### src/rtl/sio_half_duplex_ctrl.sv
// 3-wire half-duplex SPI master (mode 0) on a shared SIO pin: command write,
// turnaround dummy clocks, optional read. Owns the pin's tri-state enable.
module sio_half_duplex_ctrl #(
    parameter int CLK_DIV     = 4,
    parameter int DATA_W      = 8,
    parameter int TURN_CYCLES = 1
) (
    input  logic              clk,
    input  logic              rst_n,
    input  logic              start,
    input  logic              rd_en,
    input  logic [DATA_W-1:0] wr_data,
    input  logic              abort,
    input  logic              sio_in,
    output logic              sio_out,
    output logic              sio_oe,
    output logic              sclk,
    output logic              cs_n,
    output logic              busy,
    output logic              done,
    output logic [DATA_W-1:0] rd_data,
    output logic              rd_valid
);

    localparam logic [2:0] S_IDLE  = 3'd0;
    localparam logic [2:0] S_SETUP = 3'd1;
    localparam logic [2:0] S_WRITE = 3'd2;
    localparam logic [2:0] S_TURN  = 3'd3;
    localparam logic [2:0] S_READ  = 3'd4;
    localparam logic [2:0] S_HOLD  = 3'd5;

    localparam int DIV_W = (CLK_DIV > 1) ? $clog2(CLK_DIV) : 1;
    localparam int PMAX  = (DATA_W > TURN_CYCLES) ? DATA_W : TURN_CYCLES;
    localparam int TOG_W = $clog2(2 * PMAX + 1);

    localparam logic [DIV_W-1:0] DIV_LAST  = DIV_W'(CLK_DIV - 1);
    localparam logic [TOG_W-1:0] DATA_LAST = TOG_W'(2 * DATA_W - 1);
    localparam logic [TOG_W-1:0] TURN_LAST = TOG_W'(2 * TURN_CYCLES - 1);

    logic [2:0]        state_q, state_d;
    logic [DIV_W-1:0]  div_q, div_d;
    logic [TOG_W-1:0]  tog_q, tog_d;
    logic              sclk_q, sclk_d;
    logic              cs_n_q, cs_n_d;
    logic              oe_q, oe_d;
    logic              out_q, out_d;
    logic              busy_q, busy_d;
    logic              done_q, done_d;
    logic              rdv_q, rdv_d;
    logic              rd_en_q, rd_en_d;
    logic              rd_cmpl_q, rd_cmpl_d;
    logic [DATA_W-1:0] tx_q, tx_d;
    logic [DATA_W-1:0] rx_q, rx_d;
    logic [DATA_W-1:0] rd_data_q, rd_data_d;

    logic expiry;
    logic last_fall;
    logic active;

    assign expiry    = (div_q == DIV_LAST);
    // Every clocked phase ends on its last falling sclk edge, leaving sclk low.
    assign last_fall = expiry && sclk_q &&
                       (tog_q == ((state_q == S_TURN) ? TURN_LAST : DATA_LAST));
    assign active    = (state_q == S_SETUP) || (state_q == S_WRITE) ||
                       (state_q == S_TURN)  || (state_q == S_READ);

    always_comb begin
        state_d   = state_q;
        div_d     = (state_q == S_IDLE || expiry) ? '0 : div_q + DIV_W'(1);
        tog_d     = tog_q;
        sclk_d    = sclk_q;
        cs_n_d    = cs_n_q;
        oe_d      = oe_q;
        out_d     = out_q;
        busy_d    = busy_q;
        done_d    = 1'b0;
        rdv_d     = 1'b0;
        rd_en_d   = rd_en_q;
        rd_cmpl_d = rd_cmpl_q;
        tx_d      = tx_q;
        rx_d      = rx_q;
        rd_data_d = rd_data_q;

        case (state_q)
            S_IDLE: begin
                if (start) begin
                    rd_en_d   = rd_en;
                    cs_n_d    = 1'b0;
                    oe_d      = 1'b1;
                    out_d     = wr_data[DATA_W-1];
                    tx_d      = wr_data << 1;
                    busy_d    = 1'b1;
                    rd_cmpl_d = 1'b0;
                    tog_d     = '0;
                    sclk_d    = 1'b0;
                    state_d   = S_SETUP;
                end
            end
            S_SETUP: begin
                if (expiry) state_d = S_WRITE;
            end
            S_WRITE, S_TURN, S_READ: begin
                if (expiry) begin
                    sclk_d = ~sclk_q;
                    tog_d  = last_fall ? '0 : tog_q + TOG_W'(1);
                    if (state_q == S_WRITE && sclk_q) begin
                        if (last_fall) begin
                            oe_d    = 1'b0;
                            out_d   = 1'b0;
                            state_d = rd_en_q ? S_TURN : S_HOLD;
                        end else begin
                            out_d = tx_q[DATA_W-1];
                            tx_d  = tx_q << 1;
                        end
                    end
                    if (state_q == S_TURN && last_fall) state_d = S_READ;
                    if (state_q == S_READ) begin
                        if (!sclk_q) rx_d = DATA_W'({rx_q, sio_in});
                        if (last_fall) begin
                            rd_cmpl_d = 1'b1;
                            state_d   = S_HOLD;
                        end
                    end
                end
            end
            S_HOLD: begin
                if (expiry) begin
                    cs_n_d  = 1'b1;
                    busy_d  = 1'b0;
                    done_d  = 1'b1;
                    state_d = S_IDLE;
                    if (rd_cmpl_q) begin
                        rd_data_d = rx_q;
                        rdv_d     = 1'b1;
                    end
                end
            end
            default: state_d = S_IDLE;
        endcase

        // Abort overrides whatever the phase logic decided and restarts HOLD timing.
        if (abort && active) begin
            state_d   = S_HOLD;
            sclk_d    = 1'b0;
            oe_d      = 1'b0;
            out_d     = 1'b0;
            div_d     = '0;
            tog_d     = '0;
            rd_cmpl_d = 1'b0;
        end
    end

    always_ff @(posedge clk or negedge rst_n) begin
        if (!rst_n) begin
            state_q   <= S_IDLE;
            div_q     <= '0;
            tog_q     <= '0;
            sclk_q    <= 1'b0;
            cs_n_q    <= 1'b1;
            oe_q      <= 1'b0;
            out_q     <= 1'b0;
            busy_q    <= 1'b0;
            done_q    <= 1'b0;
            rdv_q     <= 1'b0;
            rd_en_q   <= 1'b0;
            rd_cmpl_q <= 1'b0;
            tx_q      <= '0;
            rx_q      <= '0;
            rd_data_q <= '0;
        end else begin
            state_q   <= state_d;
            div_q     <= div_d;
            tog_q     <= tog_d;
            sclk_q    <= sclk_d;
            cs_n_q    <= cs_n_d;
            oe_q      <= oe_d;
            out_q     <= out_d;
            busy_q    <= busy_d;
            done_q    <= done_d;
            rdv_q     <= rdv_d;
            rd_en_q   <= rd_en_d;
            rd_cmpl_q <= rd_cmpl_d;
            tx_q      <= tx_d;
            rx_q      <= rx_d;
            rd_data_q <= rd_data_d;
        end
    end

    assign sio_out  = out_q;
    assign sio_oe   = oe_q;
    assign sclk     = sclk_q;
    assign cs_n     = cs_n_q;
    assign busy     = busy_q;
    assign done     = done_q;
    assign rd_data  = rd_data_q;
    assign rd_valid = rdv_q;

endmodule

### config.mk
export PLATFORM = sky130hd
export DESIGN_NAME = sio_half_duplex_ctrl
export DESIGN_NICKNAME = d
export VERILOG_FILES = /design/src/rtl/sio_half_duplex_ctrl.sv
export SDC_FILE = /design/constraint.sdc
export NUM_CORES = 1
export LEC_CHECK = 0
export CORE_MARGIN = 3
export CORE_UTILIZATION = 36
export DETAILED_ROUTE_END_ITERATION = 10
export MAX_ROUTING_LAYER = met4
export SLEW_MARGIN = 30
export SYNTH_ARGS = -nofsm -noshare
export SYNTH_HDL_FRONTEND = slang
export SYNTH_SLANG_ARGS = --single-unit
### constraint.sdc
create_clock -name clk -period 3.37 [get_ports clk]
set_input_delay 0.337 -clock clk [delete_from_list [all_inputs] [get_ports clk]]
set_output_delay 0.337 -clock clk [all_outputs]
set_load 0.05 [all_outputs]
==> results.sh <==
export IMPL_maxSlewHeadroom_pct=61.0
export IMPL_start_util_pct=38.7
export IMPL_synth_top_cells_by_area="dfrtp_1 50%, mux2_2 13%, mux2_1 2.7%, o21ai_0 2.7%, nand2_1 2.4%"
export IMPL_dieArea_sq_um=6680
export IMPL_r2r_cells=5
export IMPL_viasPerCell=5.08
export IMPL_slowest_delay_ns=0.70
export IMPL_irDropWorstVdd_mv=0.307
export IMPL_power_density_nw_per_um2=625
export IMPL_mappedNetlistNets=192
export IMPL_gp_congestion=0.876
export IMPL_final_nets=219
export IMPL_finalNonFillerCells=274
export IMPL_groute_usage_overall_pct=13.7
export IMPL_status="finished clean"
export IMPL_antenna_left=0
export IMPL_power_switching_mw=0.561
export IMPL_fill_cells=491
export IMPL_cp_slowest_cell="dfrtp_1"
export IMPL_clk_latency_ns=0.29
export IMPL_cts_max_level=2
export IMPL_ctsHoldBuffers=0
export IMPL_crit_cells=5
export IMPL_power_mw=1.55
export IMPL_avgSynthCellArea_sq_um=11.7
export IMPL_first_global_vias=1423
export IMPL_cts_resized=0
export IMPL_cts_setup_buffers=0
export IMPL_fin_util_pct=46.6
export IMPL_clkSinkCount=42
export IMPL_synth_seq_cells=42
export IMPL_cts_buffer_depth=2
export IMPL_crit_buf_inv=0
export IMPL_combPwrFrac_pct=32.7
export IMPL_ys_seq_area_share_pct=51.0
export IMPL_seqPwrFrac_pct=45.8
export IMPL_root_buffer="clkbuf_8"
export IMPL_crit_path_end_kind="flip-flop"
export IMPL_p_int_mw=0.992
export IMPL_worstSetupPathType="reg2reg"
export IMPL_synth_common_cells="41 x dfrtp_1, 24 x mux2_2, 13 x nand2_1"
export IMPL_drv_cap=0
export IMPL_synth_largest_area_cell="dfrtp_1"
export IMPL_path_cells="nand3b_1, mux2i_2, nor2_2, o41ai_4, mux2_2"
export IMPL_die_w_um=81.7
export IMPL_critical_path_required_ns=3.55
export IMPL_period_needed_ns=2.34
export IMPL_cp_top_family="flip-flops"
export IMPL_switching_share_pct=36.1
export IMPL_cts_tree="built"
export IMPL_numPlacedInstances=266
export IMPL_fmax_mhz=428
export IMPL_synthDistinctLibCells=45
export IMPL_leakage_nw=1.12
export IMPL_startpoint_type="flip-flop"
export IMPL_hpwlAfterDp_um=2800
export IMPL_ios=29
export IMPL_power_share_clock_pct=21.6
export IMPL_critPathMaxFanout=20
export IMPL_syn_inst=176
export IMPL_diodes=0
export IMPL_worstPathArrival_ns=2.52
export IMPL_tightest_slew_ns=0.583
export IMPL_dr_first_iter_drc_count=217
export IMPL_hold_violations=0
export IMPL_synth_most_common_cell="dfrtp_1"
export IMPL_coreArea_sq_um=5340
export IMPL_yosysWarningCount=0
export IMPL_fin_setup_tns_ns=0
export IMPL_die_h_um=81.7
export IMPL_rows=26
export IMPL_clk_pin_slew_worst_paths_ns=0.08
export IMPL_drive_above_1_share_pct=23.0
export IMPL_overflow=0
export IMPL_final_seq_area_sq_um=1050
export IMPL_rsz0062_at_grt="false"
export IMPL_io_buffers=28
export IMPL_period_share_pct=69.3
export IMPL_antenna_found_initial=0
export IMPL_skew_ns=0.00347
export IMPL_cts_made_buffers=5
export IMPL_grt_max_degree=43
export IMPL_vias=1391
export IMPL_multi_input_area_sq_um=947
export IMPL_synth_edf_count=0
export IMPL_wl_per_cell_um=14.2
export IMPL_synth_top_area_share_pct=49.7
export IMPL_slew_viol_final=0
export IMPL_first_pass_iters=4
export IMPL_setup_violations=0
export IMPL_syn_area_sq_um=2060
export IMPL_drc=0
export IMPL_hold_class="in2async"
export IMPL_synthFlopType="dfrtp_1"
export IMPL_grt_pass1_wl_um=6780
export IMPL_area_growth_pct=20.4
export IMPL_drt_wl_total_um=3890
export IMPL_synth_async_reset_ratio_pct=100
-- cells in the final DEF, fill, tap and decap left out, types with 2 or more instances in the layout --
cell type / instances
a22o_1: 2
o21ai_0: 11
o21bai_1: 2
mux2i_1: 3
nand3_1: 6
nor3b_1: 4
inv_1: 7
nand3b_1: 2
nor2_1: 6
clkbuf_8: 5
dfrtp_1: 41
ha_1: 2
nor2_2: 2
nand2_1: 13
mux2_1: 5
clkdlybuf4s50_1: 27
and3_1: 2
a21oi_1: 7
nor3_1: 5
mux2_2: 24
-- worst register-to-register path, delay by kind of cell (launching register included) --
| family | cells | cell delay [ns] |
|---|---|---|
| AO/OA/AOI/OAI | 1 | 0.50 |
| AND/OR/NAND/NOR | 2 | 0.35 |
| flip-flops | 1 | 0.70 |
| multiplexers | 2 | 0.68 |
-- routing by layer --
| metal | GRT usage, % | share of wire, % |
|---|---|---|
| met1 | 16.8 | 46 |
| met2 | 21.5 | 49 |
| met3 | 4.06 | 4.6 |
| met4 | 4.98 | 1.2 |
| met5 | - | 0 |
-- registers in the layout, indices dropped and copies added (netlist names), 2 cells and up --
register	count
rd_data	8
rx_q	8
tx_q	7
tog_q	5
state_q	3
div_q	2
-- kinds of logic after synthesis --
family	share of synthesized area (%)
AO/OA/AOI/OAI	13.3
buffers and inverters	3.15
AND/OR/NAND/NOR	13.5
flip-flops	51.0
multiplexers	17.9
adder cells (fa/ha/maj)	1.21
-- power groups by stage --
stage,sequential [mW],combinational [mW],clock (mW)
2_1_floorplan,0.755,0.350,0
4_1_cts,0.712,0.513,0.351
3_5_place_dp,0.722,0.512,0
6_report,0.711,0.507,0.335
5_1_grt,0.732,0.563,0.371
3_3_place_gp,0.718,0.503,0
-- final cells by class --
class | count | share of cell area [%]
sequential | 42 | 42.3
multi-input combinational | 119 | 38.1
timing repair buffer | 28 | 11.2
clock inverter | 3 | 1.01
clock buffer | 5 | 2.77
inverter | 7 | 1.06
tap | 70 | 3.52
-- path summary, 6_finish.rpt --
check / slack (ns) / start / endpoint
min in group clk: 0.44 / div_q[0] / div_q[0]
max: 1.03 / state_q[2] / tx_q[3]
min: 0.009 / rst_n / div_q[1]
max in group asynchronous: 2.97 / rst_n / cs_n
max reg2reg: 1.03 / state_q[2] / tx_q[3]
min reg2reg: 0.44 / div_q[0] / div_q[0]
-- stage by stage --
stage	hold WS, ns	setup slack (ns)	instance area, sq um
5_1_grt	0.0446	0.864	2480
4_1_cts	0.206	1.04	2480
3_5_place_dp	0.432	0.883	2390
3_3_place_gp	0.427	0.926	2390
2_1_floorplan	0.0414	1.45	2060
6_report	0.00886	1.03	2480
Power figures use the tool's default switching activity.
